**config.mk**
```make
export PLATFORM = sky130hd
export DESIGN_NAME = prog_count_ctrl
export DESIGN_NICKNAME = d
export VERILOG_FILES = /design/src/rtl/prog_count_pkg.sv /design/src/rtl/prog_count_ctrl_timeout.sv /design/src/rtl/prog_count_ctrl.sv
export SDC_FILE = /design/constraint.sdc
export NUM_CORES = 1
export LEC_CHECK = 0
export CAP_MARGIN = 20
export CORE_MARGIN = 5
export CORE_UTILIZATION = 40
export CTS_CLUSTER_DIAMETER = 60
export DETAILED_ROUTE_END_ITERATION = 16
export PLACE_DENSITY = 0.74
export SYNTH_ARGS = -nofsm -noshare
export SYNTH_HDL_FRONTEND = slang
export SYNTH_SLANG_ARGS = --single-unit
```
**constraint.sdc**
```tcl
create_clock -name CLK -period 1.8 [get_ports CLK]
set_input_delay 0.18 -clock CLK [delete_from_list [all_inputs] [get_ports CLK]]
set_output_delay 0.18 -clock CLK [all_outputs]
set_load 0.02 [all_outputs]
```
**src/rtl/prog_count_pkg.sv**
```systemverilog
// Shared definitions for the programmable counter sequencing controller.
//   - pcc_state_e     : 3-bit FSM state encoding (also exported on state_out)
//   - PCC_WIDTH       : default counter width
//   - PCC_DEFAULT_LIMIT : terminal value loaded at reset
//   - PCC_TIMEOUT_CYC : default BCD ack timeout (only used with BCD_TIMEOUT_EN)
package prog_count_pkg;

  localparam int unsigned PCC_WIDTH         = 7;
  localparam int unsigned PCC_DEFAULT_LIMIT = 100;
  localparam int unsigned PCC_TIMEOUT_CYC   = 64;

  typedef enum logic [2:0] {
    StIdle    = 3'd0,
    StCount   = 3'd1,
    StCapture = 3'd2,
    StConvert = 3'd3,
    StDone    = 3'd4
  } pcc_state_e;

endpackage

```
**src/rtl/prog_count_ctrl_timeout.sv**
```systemverilog
// pcc_timeout_timer: counts cycles spent in CONVERT and flags expiry.
// Only instantiated when BCD_TIMEOUT_EN is defined.
// Ports:
//   clk     in  system clock
//   rst_n   in  asynchronous active-low reset
//   en      in  high while the controller sits in CONVERT; low clears the count
//   expired out high during the TIMEOUT_CYC-th consecutive enabled cycle
module pcc_timeout_timer
  import prog_count_pkg::*;
#(
  parameter int unsigned TIMEOUT_CYC = PCC_TIMEOUT_CYC
) (
  input  logic clk,
  input  logic rst_n,
  input  logic en,
  output logic expired
);

  localparam int unsigned CntW = (TIMEOUT_CYC > 1) ? $clog2(TIMEOUT_CYC) : 1;
  localparam logic [CntW-1:0] CntLast = CntW'(TIMEOUT_CYC - 1);

  logic [CntW-1:0] cnt_q, cnt_d;

  assign expired = en && (cnt_q == CntLast);

  always_comb begin
    cnt_d = cnt_q;
    if (!en) begin
      cnt_d = '0;
    end else if (!expired) begin
      cnt_d = cnt_q + CntW'(1);
    end
  end

  always_ff @(posedge clk or negedge rst_n) begin
    if (!rst_n) begin
      cnt_q <= '0;
    end else begin
      cnt_q <= cnt_d;
    end
  end

endmodule

```
**src/rtl/prog_count_ctrl.sv**
```systemverilog
// prog_count_ctrl: sequencing controller for a WIDTH-bit run/clear counter.
// Runs the counter up to a programmable terminal value, captures it and hands it
// to a BCD converter over bcd_req/bcd_ack, then finishes or auto-restarts.
// Optional feature: define BCD_TIMEOUT_EN to abort CONVERT after TIMEOUT_CYC
// cycles without bcd_ack (sets sticky timeout_err). Port list is identical.
// Ports:
//   CLK, RST_N   clock, asynchronous active-low reset
//   start/stop   pulses; stop wins when both are high
//   continuous   level, sampled with bcd_ack; 1 = restart counting
//   limit_load, limit_in  load terminal value (IDLE only; 0 means 2^WIDTH)
//   count_in     counter value;  run  counter control (0 = clear, 1 = increment)
//   value_out    captured terminal value;  bcd_req/bcd_ack  converter handshake
//   tc           one-cycle terminal-count flag;  busy  COUNT/CAPTURE/CONVERT
//   state_out    state encoding;  timeout_err  sticky ack-timeout flag
module prog_count_ctrl
  import prog_count_pkg::*;
#(
  parameter int unsigned WIDTH         = PCC_WIDTH,
  parameter int unsigned DEFAULT_LIMIT = PCC_DEFAULT_LIMIT,
  parameter int unsigned TIMEOUT_CYC   = PCC_TIMEOUT_CYC
) (
  input  logic             CLK,
  input  logic             RST_N,
  input  logic             start,
  input  logic             stop,
  input  logic             continuous,
  input  logic             limit_load,
  input  logic [WIDTH-1:0] limit_in,
  input  logic [WIDTH-1:0] count_in,
  output logic             run,
  output logic [WIDTH-1:0] value_out,
  output logic             bcd_req,
  input  logic             bcd_ack,
  output logic             tc,
  output logic             busy,
  output logic [2:0]       state_out,
  output logic             timeout_err
);

  localparam logic [WIDTH-1:0] LimitRst = WIDTH'(DEFAULT_LIMIT);

  pcc_state_e       state_q, state_d;
  logic             run_q, run_d;
  logic             bcd_req_q, bcd_req_d;
  logic             tc_q, tc_d;
  logic             busy_q, busy_d;
  logic             terr_q, terr_d;
  logic [WIDTH-1:0] value_q, value_d;
  logic [WIDTH-1:0] limit_q, limit_d;
  logic [WIDTH-1:0] term_val;
  logic             timeout_hit;

  // Stop one count early: run drops on the same edge the counter reaches the limit.
  // A limit of 0 wraps to all-ones here, giving a full 2^WIDTH count.
  assign term_val = limit_q - WIDTH'(1);

`ifdef BCD_TIMEOUT_EN
  pcc_timeout_timer #(
    .TIMEOUT_CYC (TIMEOUT_CYC)
  ) u_timeout (
    .clk     (CLK),
    .rst_n   (RST_N),
    .en      (state_q == StConvert),
    .expired (timeout_hit)
  );
`else
  logic [31:0] unused_timeout_cyc;
  assign unused_timeout_cyc = TIMEOUT_CYC;
  assign timeout_hit        = 1'b0;
`endif

  always_comb begin
    state_d   = state_q;
    run_d     = 1'b0;
    bcd_req_d = 1'b0;
    tc_d      = 1'b0;
    terr_d    = terr_q;
    value_d   = value_q;
    limit_d   = limit_q;
    unique case (state_q)
      StIdle: begin
        if (limit_load) begin
          limit_d = limit_in;
        end
        if (!stop && start) begin
          state_d = StCount;
          run_d   = 1'b1;
          terr_d  = 1'b0;
        end
      end
      StCount: begin
        if (stop) begin
          state_d = StIdle;
        end else if (count_in == term_val) begin
          state_d = StCapture;
          tc_d    = 1'b1;
        end else begin
          run_d = 1'b1;
        end
      end
      StCapture: begin
        // Counter holds the terminal value this cycle and clears at this edge.
        value_d   = count_in;
        state_d   = StConvert;
        bcd_req_d = 1'b1;
      end
      StConvert: begin
        if (bcd_ack) begin
          if (continuous) begin
            state_d = StCount;
            run_d   = 1'b1;
          end else begin
            state_d = StDone;
          end
        end else if (timeout_hit) begin
          state_d = StIdle;
          terr_d  = 1'b1;
        end else begin
          bcd_req_d = 1'b1;
        end
      end
      StDone: begin
        if (stop) begin
          state_d = StIdle;
        end else if (start) begin
          state_d = StCount;
          run_d   = 1'b1;
          terr_d  = 1'b0;
        end
      end
      default: begin
        state_d = StIdle;
      end
    endcase
    busy_d = (state_d == StCount) || (state_d == StCapture) || (state_d == StConvert);
  end

  always_ff @(posedge CLK or negedge RST_N) begin
    if (!RST_N) begin
      state_q   <= StIdle;
      run_q     <= 1'b0;
      bcd_req_q <= 1'b0;
      tc_q      <= 1'b0;
      busy_q    <= 1'b0;
      terr_q    <= 1'b0;
      value_q   <= '0;
      limit_q   <= LimitRst;
    end else begin
      state_q   <= state_d;
      run_q     <= run_d;
      bcd_req_q <= bcd_req_d;
      tc_q      <= tc_d;
      busy_q    <= busy_d;
      terr_q    <= terr_d;
      value_q   <= value_d;
      limit_q   <= limit_d;
    end
  end

  assign run         = run_q;
  assign bcd_req     = bcd_req_q;
  assign tc          = tc_q;
  assign busy        = busy_q;
  assign value_out   = value_q;
  assign state_out   = state_q;
  assign timeout_err = terr_q;

endmodule

```
## Word-level counts from Yosys, hierarchy flattened

Cells that the tools add are included.

- Word-level logic and storage cells: 53
- Input bits: 21
- Output and inout port bits: 15
- Flip-flop bits (word level): 22

- Reduce and logical (&&, ||, !) cells: 8
- Add/sub/neg operators: 1
- Multiplexer cells: 25
- Equality and inequality tests: 11

Operators by type and width:

| kind | number |
|---|---|
| $mux W3 | 7 |
| $pmux W3 S5 | 1 |
| $mux W1 | 14 |
| $eq A3 B2 Y1 const B | 4 |
| $eq A7 B7 Y1 | 1 |
| $sub A7 B1 Y7 const B | 1 |
| $eq A3 B1 Y1 const B | 2 |
| $ne A2 B2 Y1 const B | 3 |
| $pmux W1 S2 | 2 |
| $pmux W1 S4 | 1 |
| $reduce_and A4 Y1 | 1 |
| $eq A3 B3 Y1 const B | 1 |
| $logic_not A3 Y1 | 1 |
| $logic_or A1 B1 Y1 | 2 |
| $reduce_and A2 Y1 | 1 |
| $reduce_bool A2 Y1 | 1 |
| $logic_and A1 B1 Y1 | 1 |
| $logic_not A1 Y1 | 1 |

## Depth between registers and ports, before layout

- Word-level depth: 8
- Gate-level depth with buffers: 7
- Depth with buffers taken out: 7

## Worst setup path after synthesis

OpenSTA, ideal clock, no wires.

- Path kind: reg2reg
- Start: register limit_q[0]
- End: register run_q, in the netlist run
- Period minus slack after synthesis: 1.933 ns
- Setup slack: -0.133 ns
- Library setup time: 0.126 ns
- Path buffers: 0
- Cell stages (with the launch flop): 7
- Arrival: 1.807 ns
- Path through: dfrtp_1 > inv_1 > ha_1 > or3_1 > a311oi_2 > o211ai_2 > a221o_1

- Longest elaborated chain between the ends: 5

RTL lines:

| item | line | source |
|---|---|---|
| start, declared | prog_count_ctrl.sv:49 | `logic [WIDTH-1:0] limit_q, limit_d;` |
| start signal, assigned | prog_count_ctrl.sv:147 | `limit_q <= LimitRst;` |
| start signal, assigned | prog_count_ctrl.sv:156 | `limit_q <= limit_d;` |
| $sub A7 B1 Y7 | prog_count_ctrl.sv:55 | `assign term_val = limit_q - WIDTH'(1);` |
| $eq A7 B7 Y1 | prog_count_ctrl.sv:94 | `end else if (count_in == term_val) begin` |
| $mux W1 | prog_count_ctrl.sv:94 |  |
| $mux W1 | prog_count_ctrl.sv:92 | `if (stop) begin` |
| $pmux W1 S4 | prog_count_ctrl.sv:80 | `unique case (state_q)` |
| net run_d | prog_count_ctrl.sv:43 | `logic run_q, run_d;` |
| end signal, assigned | prog_count_ctrl.sv:150 | `run_q <= run_d;` |
| end, declared | prog_count_ctrl.sv:43 |  |

The timed path passes the listed nets, and every way through them passes these cells.
A chain may end at the register's enable or synchronous reset.

## Worst setup path in the final report

- Start: register limit_q[2]
- End: register run_q, in the netlist run

The elaborated chain is that of the path after synthesis.

==> results.toml <==
[logic_synthesis]
async_reset_ff_share_pct = 100
synth.cell_area_mm2 = 0.00107
yosys_warnings = 0
synth_cell_type_count = 35
synth.avg_cell_area_um2 = 11.6
netlist_instances = 92
ys_seq_area_share_pct = 49.5
synth_edf_count = 0
synth_ff_type = "dfrtp_1"
syn_nets = 114
synth_seq_cells = 21

[timing]
holdWs_ps = 195
period_minus_slack_ps = 1810
finalSetupViolCount = 1
fmax_ghz = 0.552
hold_viol = 0
setup_slack_ps = -12.8
post-route-period-util_pct = 101
slew_viol_final = 0
rsz0062_at_grt = "true"
worst_clock_skew_ps = 1.13

[setup_path]
max_stage_delay_ps = 600
crit_path_max_fanout = 5
cp-end-kind = "flip-flop"
cpMaxStageDelayCell = "dfstp_2"
worstPathRequired_ps = 2000
critPathArrivalTime_ps = 2020
path_class = "reg2reg"
startpoint_type = "flip-flop"
worstPathCellList = "nor2b_2, or3_4, a311oi_2, o211ai_2, a221o_1"

[pwr]
ir_drop_mv = 0.997
power.leakage_nw = 0.668
power_density_mw_per_mm2 = 1500

[worst_hold_path]
hp-class = "in2async"

[clock_tree]
cts_buffer_depth = 2
clk_pin_slew_ps = 120
clock-sinks = 21
cts_tree = "built"
worst_skew_pair.late_latency_ps = 300
cts_root_buf = "clkbuf_4"
numCtsBuffers = 3
htreeDepth = 1

[place]
gp_congestion = 0.911
placed_cell_area_mm2 = 0.00153
io_buffers = 34
hpwl_um = 1930
dp_cells = 165

[route]
drt_first_pass_iters = 6
drtIter0Drc = 12
vias_per_cell = 5.23
drc = 0
drtAntennaViolNets = 0
wl_per_cell_um = 14.9
num_vias = 894
routed_wirelength_um = 2550

[die]
start_util_pct = 42.4
die_width_um = 61.7
core_area_mm2 = 0.00252
die_y_um = 61.7
fp.dieArea_mm2 = 0.00381
num_rows = 18
io_pins = 36

[global_routing]
grt_pass1_wl_um = 4030
grt_start_max_net_pins = 22
antenna_found_initial = 0
grt_pass1_vias = 894
gr-total-overflow = 0
grt_usage_pct = 14.5

[cells_and_area]
area_growth_pct = 48.2
stdcell_area_mm2 = 0.00158
antenna_cells = 0
final_cells = 171
layout.nets = 164
layout-drive-gt1-share_pct = 32.6

[status]
outcome = "finished with violations"
violations = "negative setup slack"

[job]
maxCapViolations = 0
[through the flow]
step | TNS [ps] | total power, mW | setup slack, ps | util (%)
global route | -104 | 2.53 | -83.5 | 62.8
finish | -12.8 | 2.37 | -12.8 | 62.8
CTS | -18.1 | 2.34 | -18.1 | 61.9
global placement | -348 | 2.03 | -151 | 60.5
detailed placement | -481 | 2.08 | -177 | 60.5
floorplan | 0 | 1.54 | 4.46 | -
[area by class of cell]
type	count	area (um2)
well taps	30	37.5
fillers	217	938
inverters	6	22.5
flip-flops and latches	21	529
clock inverters	1	5.00
multi-input cells	64	537
clock buffers	3	22.5
repair buffers	46	430
[final timing paths]
kind | startpoint | to | slack (ps) | depth (start not counted)
max | limit_q[2] | run | -10 | 5
min | RST_N | value_out[4] | 190 | 2
max reg2reg | limit_q[2] | run | -10 | 5
min reg2reg | value_out[4] | value_out[4] | 520 | 1
max in group asynchronous | RST_N | limit_q[2] | 1340 | 2
min in group CLK | limit_in[0] | limit_q[0] | 420 | 3
[routing by layer]
metal	vias up	wire, um	part of all wire, %	GRT usage [%]
met5	-	0	0	0
met4	0	40	1.6	2.73
met3	4	156	6.1	5.03
met2	28	1340	52	24.5
met1	434	1010	40	18.0
li1	428	-	-	-
[placed cells by master (no fill, tap or decap), types with 2 or more instances in the layout]
cell type and count:
nand3b_1 2, nor2_1 2, dfstp_2 3, nand2b_1 2, inv_1 4, nand2_1 3, xnor2_1 4, clkdlybuf4s50_1 34
buf_4 12, dfrtp_1 18, mux2_2 12, nand4_1 2, nor3_1 3, xor2_1 3, o21ai_0 5, clkbuf_4 3
inv_2 2
[sequential cells by signal, indices dropped and copies added, names as in the netlist]
signal,cells
limit_q,7
value_out,7
state_out,3
bcd_req,1
busy,1
run,1
tc,1
[kinds of logic after synthesis]
kind of cell | Yosys count | share of synthesized area [%]
xor+xnor | 7 | 5.74
other cells | 1 | 0.351
buf+inv | 7 | 2.81
fa+ha+maj | 1 | 1.17
mux | 12 | 12.6
flops | 21 | 49.5
compound gates | 17 | 11.9
simple gates | 26 | 15.8
[cells in the mapped netlist (2+ instances only)]
cell | n | share of area (%)
mux2_2 | 12 | 13
nand3b_1 | 2 | 1.4
nand4_1 | 2 | 1.2
nor2_1 | 3 | 1.1
nand2b_1 | 2 | 1.2
nor2b_1 | 2 | 1.2
or3_1 | 2 | 1.2
dfrtp_1 | 18 | 42
nor3_1 | 4 | 1.9
xor2_1 | 3 | 2.5
dfstp_2 | 3 | 7.4
inv_1 | 6 | 2.1
o21ai_0 | 6 | 2.8
nand2_1 | 3 | 1.1
xnor2_1 | 4 | 3.3
[power by group]
part	total (mW)	leakage [nW]	switching [mW]	internal, mW
combinational	1.29	0.389	0.571	0.721
sequential	0.848	0.261	0.162	0.686
clock	0.230	0.0177	0.147	0.0829
total	2.37	0.668	0.879	1.49
[critical path: cells and delay by family, from the launching register on]
kind | cells | cell delay (ps)
AO/OA/AOI/OAI | 3 | 700
flip-flops | 1 | 600
AND/OR/NAND/NOR | 2 | 410
[repair_timing]
item,4_1_cts,5_1_grt
hold buffers,0,0
buffers inserted,1,1
resized for setup,2,5
setup endpoints to repair,2,4
pin swaps,2,0
(Power assumes the default switching activity.)
